==> config.mk <==
export PLATFORM = sky130hd
export DESIGN_NAME = dacx0504_spi_ctrl
export DESIGN_NICKNAME = d
export VERILOG_FILES = /design/src/rtl/dacx0504_spi_ctrl.sv
export SDC_FILE = /design/constraint.sdc
export NUM_CORES = 1
export LEC_CHECK = 0
export CORE_MARGIN = 3
export CORE_UTILIZATION = 36
export CTS_CLUSTER_SIZE = 10
export DETAILED_ROUTE_END_ITERATION = 16
export PLACE_DENSITY = 0.65
export SYNTH_ARGS = -nofsm -noshare
export SYNTH_HDL_FRONTEND = slang
export SYNTH_SLANG_ARGS = --single-unit
==> constraint.sdc <==
create_clock -name SYS_CLK -period 2.4 [get_ports SYS_CLK]
set_input_delay 0.48 -clock SYS_CLK [delete_from_list [all_inputs] [get_ports SYS_CLK]]
set_output_delay 0.48 -clock SYS_CLK [all_outputs]
set_load 0.05 [all_outputs]
==> src/rtl/dacx0504_spi_ctrl.sv <==
// -----------------------------------------------------------------------------
// dacx0504_spi_ctrl
//
// SPI master for the DACx0504 serial port. Accepts one register write or read
// per command, shifts 24-bit frames out on DAC_SDI (MSB first), and returns
// readback data captured from DAC_SDO. A read is a command frame followed by a
// NOP frame. The NOP frame's capture is the response.
//
// Optional feature macro: DAC_RDCHK_EN
//   defined   : reads check the readback header (capture[23:20] == 4'h8 and
//               capture[19:16] == address) and flag a mismatch on rsp_err.
//   undefined : rsp_err is tied to 0 and only the 16 data bits are captured.
//
// Parameters
//   CLK_DIV   SYS_CLK cycles per DAC_CLK half-period (>= 2)
//   CS_GAP    whole DAC_CLK periods with DAC_CS_N high between frames (>= 2)
//
// Ports
//   SYS_CLK, SYS_RST           system clock, synchronous active-high reset
//   cmd_valid/cmd_ready        command handshake (ready only in IDLE)
//   cmd_rd, cmd_addr, cmd_wdata command fields, registered at acceptance
//   rsp_valid                  one-cycle completion pulse
//   rsp_rdata, rsp_err         readback data / header error, held until next
//   busy                       transaction in flight (through the rsp cycle)
//   DAC_CLK, DAC_SDI, DAC_CS_N serial outputs to the device
//   DAC_SDO                    serial data from the device
//
// State | meaning
//   IDLE  | waiting for a command, cmd_ready high
//   LEAD  | CS high: wait for a DAC_CLK fall to drop CS; CS low: lead-in period
//   SHIFT | periods 1..24, one frame bit per period, SDO sampled on rises
//   GAP   | CS high for CS_GAP periods; then next frame (reads) or RESP
//   RESP  | one-cycle rsp_valid
// -----------------------------------------------------------------------------
module dacx0504_spi_ctrl #(
  parameter int CLK_DIV = 4,
  parameter int CS_GAP  = 2
) (
  input  logic        SYS_CLK,
  input  logic        SYS_RST,
  input  logic        cmd_valid,
  output logic        cmd_ready,
  input  logic        cmd_rd,
  input  logic [3:0]  cmd_addr,
  input  logic [15:0] cmd_wdata,
  output logic        rsp_valid,
  output logic [15:0] rsp_rdata,
  output logic        rsp_err,
  output logic        busy,
  output logic        DAC_CLK,
  output logic        DAC_SDI,
  output logic        DAC_CS_N,
  input  logic        DAC_SDO
);

  localparam int DIV_W = $clog2(CLK_DIV);
  localparam int GAP_W = $clog2(CS_GAP);
  localparam logic [DIV_W-1:0] DIV_LAST = DIV_W'(CLK_DIV - 1);
  localparam logic [GAP_W-1:0] GAP_LOAD = GAP_W'(CS_GAP - 1);

`ifdef DAC_RDCHK_EN
  localparam int CAP_W = 24;
`else
  // Without the header check only the last 16 samples matter.
  localparam int CAP_W = 16;
`endif

  typedef enum logic [2:0] {
    S_IDLE,
    S_LEAD,
    S_SHIFT,
    S_GAP,
    S_RESP
  } state_t;

  state_t            r_state;
  state_t            w_next;

  logic [DIV_W-1:0]  r_div_cnt;
  logic              r_dac_clk;
  logic              w_tick;
  logic              w_rise;
  logic              w_fall;

  logic              r_cs_n;
  logic              r_sdi;
  logic [23:0]       r_frame;
  logic [CAP_W-1:0]  r_capture;
  logic [4:0]        r_bit_cnt;
  logic [GAP_W-1:0]  r_gap_cnt;
  logic              r_rd;
  logic              r_second;
  logic [15:0]       r_rsp_rdata;
  logic              r_rsp_err;
  logic              w_accept;
  logic              w_rd_err;

  // Free-running serial clock; keeps toggling through CS gaps because the
  // device loads readback data while CS is high.
  assign w_tick = (r_div_cnt == DIV_LAST);
  assign w_rise = w_tick && !r_dac_clk;
  assign w_fall = w_tick &&  r_dac_clk;

  always_ff @(posedge SYS_CLK) begin
    if (SYS_RST) begin
      r_div_cnt <= '0;
      r_dac_clk <= 1'b0;
    end else if (w_tick) begin
      r_div_cnt <= '0;
      r_dac_clk <= ~r_dac_clk;
    end else begin
      r_div_cnt <= r_div_cnt + DIV_W'(1);
    end
  end

  // Gating with SYS_RST makes reset win over a simultaneous cmd_valid.
  assign cmd_ready = (r_state == S_IDLE) && !SYS_RST;
  assign w_accept  = cmd_valid && cmd_ready;
  assign rsp_valid = (r_state == S_RESP);
  assign busy      = (r_state != S_IDLE);

  assign DAC_CLK   = r_dac_clk;
  assign DAC_SDI   = r_sdi;
  assign DAC_CS_N  = r_cs_n;
  assign rsp_rdata = r_rsp_rdata;
  assign rsp_err   = r_rsp_err;

`ifdef DAC_RDCHK_EN
  logic [3:0] r_addr;

  always_ff @(posedge SYS_CLK) begin
    if (SYS_RST) begin
      r_addr <= 4'h0;
    end else if (w_accept) begin
      r_addr <= cmd_addr;
    end
  end

  assign w_rd_err = r_rd && ((r_capture[23:20] != 4'h8) || (r_capture[19:16] != r_addr));
`else
  assign w_rd_err = 1'b0;
`endif

  always_ff @(posedge SYS_CLK) begin
    if (SYS_RST) begin
      r_state <= S_IDLE;
    end else begin
      r_state <= w_next;
    end
  end

  always_comb begin
    w_next = r_state;
    case (r_state)
      S_IDLE:  if (w_accept) w_next = S_LEAD;
      S_LEAD:  if (w_fall && !r_cs_n) w_next = S_SHIFT;
      S_SHIFT: if (w_fall && (r_bit_cnt == 5'd0)) w_next = S_GAP;
      S_GAP: begin
        if (w_fall && (r_gap_cnt == '0)) begin
          w_next = (r_rd && !r_second) ? S_LEAD : S_RESP;
        end
      end
      S_RESP:  w_next = S_IDLE;
      default: w_next = S_IDLE;
    endcase
  end

  always_ff @(posedge SYS_CLK) begin
    if (SYS_RST) begin
      r_cs_n      <= 1'b1;
      r_sdi       <= 1'b0;
      r_frame     <= 24'h0;
      r_capture   <= '0;
      r_bit_cnt   <= 5'd0;
      r_gap_cnt   <= '0;
      r_rd        <= 1'b0;
      r_second    <= 1'b0;
      r_rsp_rdata <= 16'h0;
      r_rsp_err   <= 1'b0;
    end else begin
      case (r_state)
        S_IDLE: begin
          if (w_accept) begin
            r_rd     <= cmd_rd;
            r_second <= 1'b0;
            r_frame  <= {cmd_rd, 3'b000, cmd_addr, (cmd_rd ? 16'h0000 : cmd_wdata)};
          end
        end
        S_LEAD: begin
          if (w_fall) begin
            if (r_cs_n) begin
              // Open the frame; the following period is the lead-in.
              r_cs_n <= 1'b0;
              r_sdi  <= 1'b0;
            end else begin
              r_sdi     <= r_frame[23];
              r_frame   <= {r_frame[22:0], 1'b0};
              r_bit_cnt <= 5'd23;
            end
          end
        end
        S_SHIFT: begin
          if (w_rise) begin
            r_capture <= {r_capture[CAP_W-2:0], DAC_SDO};
          end
          if (w_fall) begin
            if (r_bit_cnt == 5'd0) begin
              r_cs_n    <= 1'b1;
              r_sdi     <= 1'b0;
              r_gap_cnt <= GAP_LOAD;
            end else begin
              r_sdi     <= r_frame[23];
              r_frame   <= {r_frame[22:0], 1'b0};
              r_bit_cnt <= r_bit_cnt - 5'd1;
            end
          end
        end
        S_GAP: begin
          if (w_fall) begin
            if (r_gap_cnt == '0) begin
              if (r_rd && !r_second) begin
                // Read: the NOP frame starts on this same falling edge.
                r_second <= 1'b1;
                r_frame  <= 24'h000000;
                r_cs_n   <= 1'b0;
                r_sdi    <= 1'b0;
              end else begin
                r_rsp_rdata <= r_rd ? r_capture[15:0] : 16'h0000;
                r_rsp_err   <= w_rd_err;
              end
            end else begin
              r_gap_cnt <= r_gap_cnt - GAP_W'(1);
            end
          end
        end
        default: ;
      endcase
    end
  end

endmodule

==> flow_metrics.py <==
metrics = {
    "outcome": {
        "outcome": "finished, final reports clean",
    },
    "clock_tree": {
        "numCtsBuffers": 9,
        "clk_pin_slew_worst_paths_ns": 0.08,
        "cts_tree": "built",
        "cts-root-buf": "clkbuf_8",
        "post_cts_buffers": 0,
        "cts-htree-levels": 3,
        "cts_buffer_depth": 2,
        "cts.sinks": 72,
        "clk_latency_ns": 0.35,
    },
    "sta": {
        "slew_headroom_pct": 21.7,
        "setup_slack_ns": 0.205,
        "holdWs_ns": 0.432,
        "finalHoldViolations": 0,
        "finClkSkew_ns": 0.0108,
        "fmax_ghz": 0.456,
        "fin_setup_tns_ns": 0,
        "worst_pin_slew_ns": 1.17,
        "min_period_over_period_pct": 91.5,
        "rsz0062_at_grt": "no",
        "finalWorstPathRequiredPeriod_ns": 2.20,
        "slew_viol_final": 0,
        "finalSetupViolCount": 0,
    },
    "power": {
        "powerDensity_mw_per_mm2": 1120,
        "p_leak_nw": 1.35,
        "total_power_w": 0.00440,
        "ir_drop_v": 0.000679,
    },
    "layout": {
        "num_antenna_cells": 0,
        "drive_gt1_share_pct": 18.7,
        "ff_latch_area_mm2": 0.00144,
        "area_growth_pct": 21.6,
        "finish.utilization_pct": 46.4,
        "multiInputGateArea_mm2": 0.00159,
        "fillerInstances": 821,
        "fin_nets": 407,
    },
    "worst_setup_path": {
        "crit_buf_inv": 1,
        "cpPeakStageDelay_ns": 0.87,
        "rrSetupSlack_ns": 0.24,
        "crit_type": "flop to output port",
        "worstPathRequired_ns": 1.92,
        "start_kind": "flop",
        "worstPathMaxFanout": 7,
        "cp_slowest_cell": "clkdlybuf4s50_1",
        "path_cells": "clkdlybuf4s50_1",
        "path_delay_family": "buffers and inverters",
        "cp-end-kind": "output port",
        "cp_data_arrival_time_ns": 1.72,
    },
    "die": {
        "chipWidth_um": 101,
        "rows": 33,
        "die_y_um": 101,
        "dieArea_mm2": 0.0101,
        "ioPinCount": 48,
        "initial_core_util_pct": 38.2,
        "coreArea_mm2": 0.00846,
    },
    "detailed_routing": {
        "vias": 2671,
        "drc_errors": 0,
        "routedWlPerCell_um": 14.1,
        "drt_first_pass_iters": 5,
        "drt-initial-drc-count": 168,
        "vias_per_cell": 5.45,
        "antenna_left": 0,
        "routed_wl_um": 6910,
    },
    "global_routing": {
        "grt-ovfl-total": 0,
        "antenna_found_initial": 0,
        "first_global_vias": 2485,
        "grt_max_degree": 30,
        "grtUsageTotal_pct": 13.9,
        "grt_pass1_wl_um": 11600,
    },
    "logic_synthesis": {
        "yosysSeqAreaShare_pct": 44.6,
        "synth_ff_type": "dfxtp_1",
        "synthDistinctLibCells": 59,
        "synth_edf_count": 0,
        "synth.avg_cell_area_um2": 9.50,
        "syn-instance-count": 340,
        "async_flop_share_pct": 0,
        "syn_area_mm2": 0.00323,
        "ys_ff_latch": 72,
        "syn_nets": 367,
        "ys.warnings.count": 0,
    },
    "placement": {
        "gp_congestion": 0.745,
        "hpwlAfterDp_um": 4810,
        "dp_slack_ns": 0.0777,
        "portBuffers": 46,
    },
    "job": {
        "drv_cap": 0,
    },
    "min_path": {
        "hold_path_class": "flop to flop",
    },
}
## sequential cells by signal, summed over array words and instances, names as in the netlist
signal and flops:
r_frame 24, r_capture 16, rsp_rdata 16, r_bit_cnt 5
r_state 3, r_div_cnt 2, DAC_CLK 1, DAC_CS_N 1
DAC_SDI 1, r_gap_cnt 1, r_rd 1, r_second 1
## through the flow
step                cell area (um^2)  cells
finish                          3930    490
global route                    3930    490
global placement                3720    474
detailed placement              3720    474
floorplan                       3230    340
CTS                             3920    490
## kinds of logic (layout without fill, tap and decap cells)
| kind of cell | count (synthesis) | count (layout) | share of synthesized area (%) |
|---|---|---|---|
| other | 1 | 1 | 0.116 |
| multiplexers | 1 | 1 | 0.310 |
| flip-flops | 72 | 72 | 44.6 |
| AND/OR/NAND/NOR | 101 | 101 | 17.1 |
| adder cells (fa/ha/maj) | 2 | 2 | 0.774 |
| AO/OA/AOI/OAI | 127 | 127 | 30.2 |
| buffers and inverters | 34 | 79 | 6.31 |
| XOR/XNOR | 2 | 2 | 0.542 |
## area by class of cell
| cell class | count | area share (%) |
|---|---|---|
| multi-input combinational | 234 | 40.5 |
| clock inverter | 7 | 2.01 |
| tap | 105 | 3.35 |
| timing repair buffer | 56 | 13.6 |
| sequential | 72 | 36.7 |
| clock buffer | 9 | 3.15 |
| inverter | 7 | 0.669 |
## where the power goes
part	internal [W]	total (W)	switching [W]
clock network	0.000491	0.000966	0.000476
logic	0.000762	0.00194	0.00118
registers	0.00136	0.00150	0.000138
total	0.00261	0.00440	0.00179
## Yosys cell counts (all sizes together) (2+ instances only)
| library cell | number | area, um^2 |
|---|---|---|
| or3b | 2 | 20.0 |
| o21ai | 14 | 73.8 |
| nor3 | 8 | 40.0 |
| a211oi | 17 | 203 |
| a311oi | 4 | 35.0 |
| xnor2 | 2 | 17.5 |
| a21oi | 47 | 273 |
| inv | 7 | 26.3 |
| dfxtp | 72 | 1440 |
| nand3b | 2 | 15.0 |
| nor4 | 3 | 33.8 |
| a22o | 15 | 131 |
| nand2b | 3 | 18.8 |
| ha | 2 | 25.0 |
| o211a | 2 | 27.5 |
| a22oi | 16 | 120 |
| nand4 | 5 | 31.3 |
| and2 | 5 | 33.8 |
| nor2 | 13 | 53.8 |
| clkbuf | 6 | 23.8 |
| nor3b | 5 | 60.1 |
| a31oi | 2 | 12.5 |
| buf | 21 | 154 |
| nand3 | 2 | 10.0 |
| nand2 | 46 | 175 |
| and3 | 2 | 12.5 |
## layout by cell type, fill, tap and decap left out, types with 3 or more instances in the layout
cell type	netlist	routed
nand2_1	45	45
a21oi_2	10	10
clkdlybuf4s50_1	0	42
a211oi_2	15	15
a22oi_1	16	16
nor3b_1	3	3
o21ai_0	12	12
dfxtp_1	72	72
a22o_1	15	15
nand2b_1	3	3
nand4_1	5	5
buf_4	4	12
nor2_1	11	11
nor3_1	8	7
and2_1	4	4
clkinv_4	0	3
a311oi_1	4	4
inv_1	7	7
a21oi_1	37	37
clkbuf_8	0	9
## timing repair
item / in CTS / in global routing
setup endpoints to repair: 0 / 1
gates resized for setup: 0 / 1
hold buffers: 0 / 0
## final timing paths
path,startpoint,endpoint,cells past startpoint
setup / recovery,DAC_CLK,DAC_CLK,1
hold / removal,r_div_cnt[0],r_div_cnt[0],1
setup reg to reg,r_state[2],rsp_rdata[1],4
hold reg to reg,r_div_cnt[0],r_div_cnt[0],1
## metal layers
| layer | vias to the layer above | track usage (%) | wire (um) |
|---|---|---|---|
| met5 | - | 0 | 0 |
| met4 | 0 | 3.52 | 45 |
| met3 | 6 | 4.22 | 345 |
| met2 | 59 | 23.5 | 3320 |
| met1 | 1292 | 17.3 | 3200 |
| li1 | 1314 | - | - |
(Power assumes the default switching activity.)
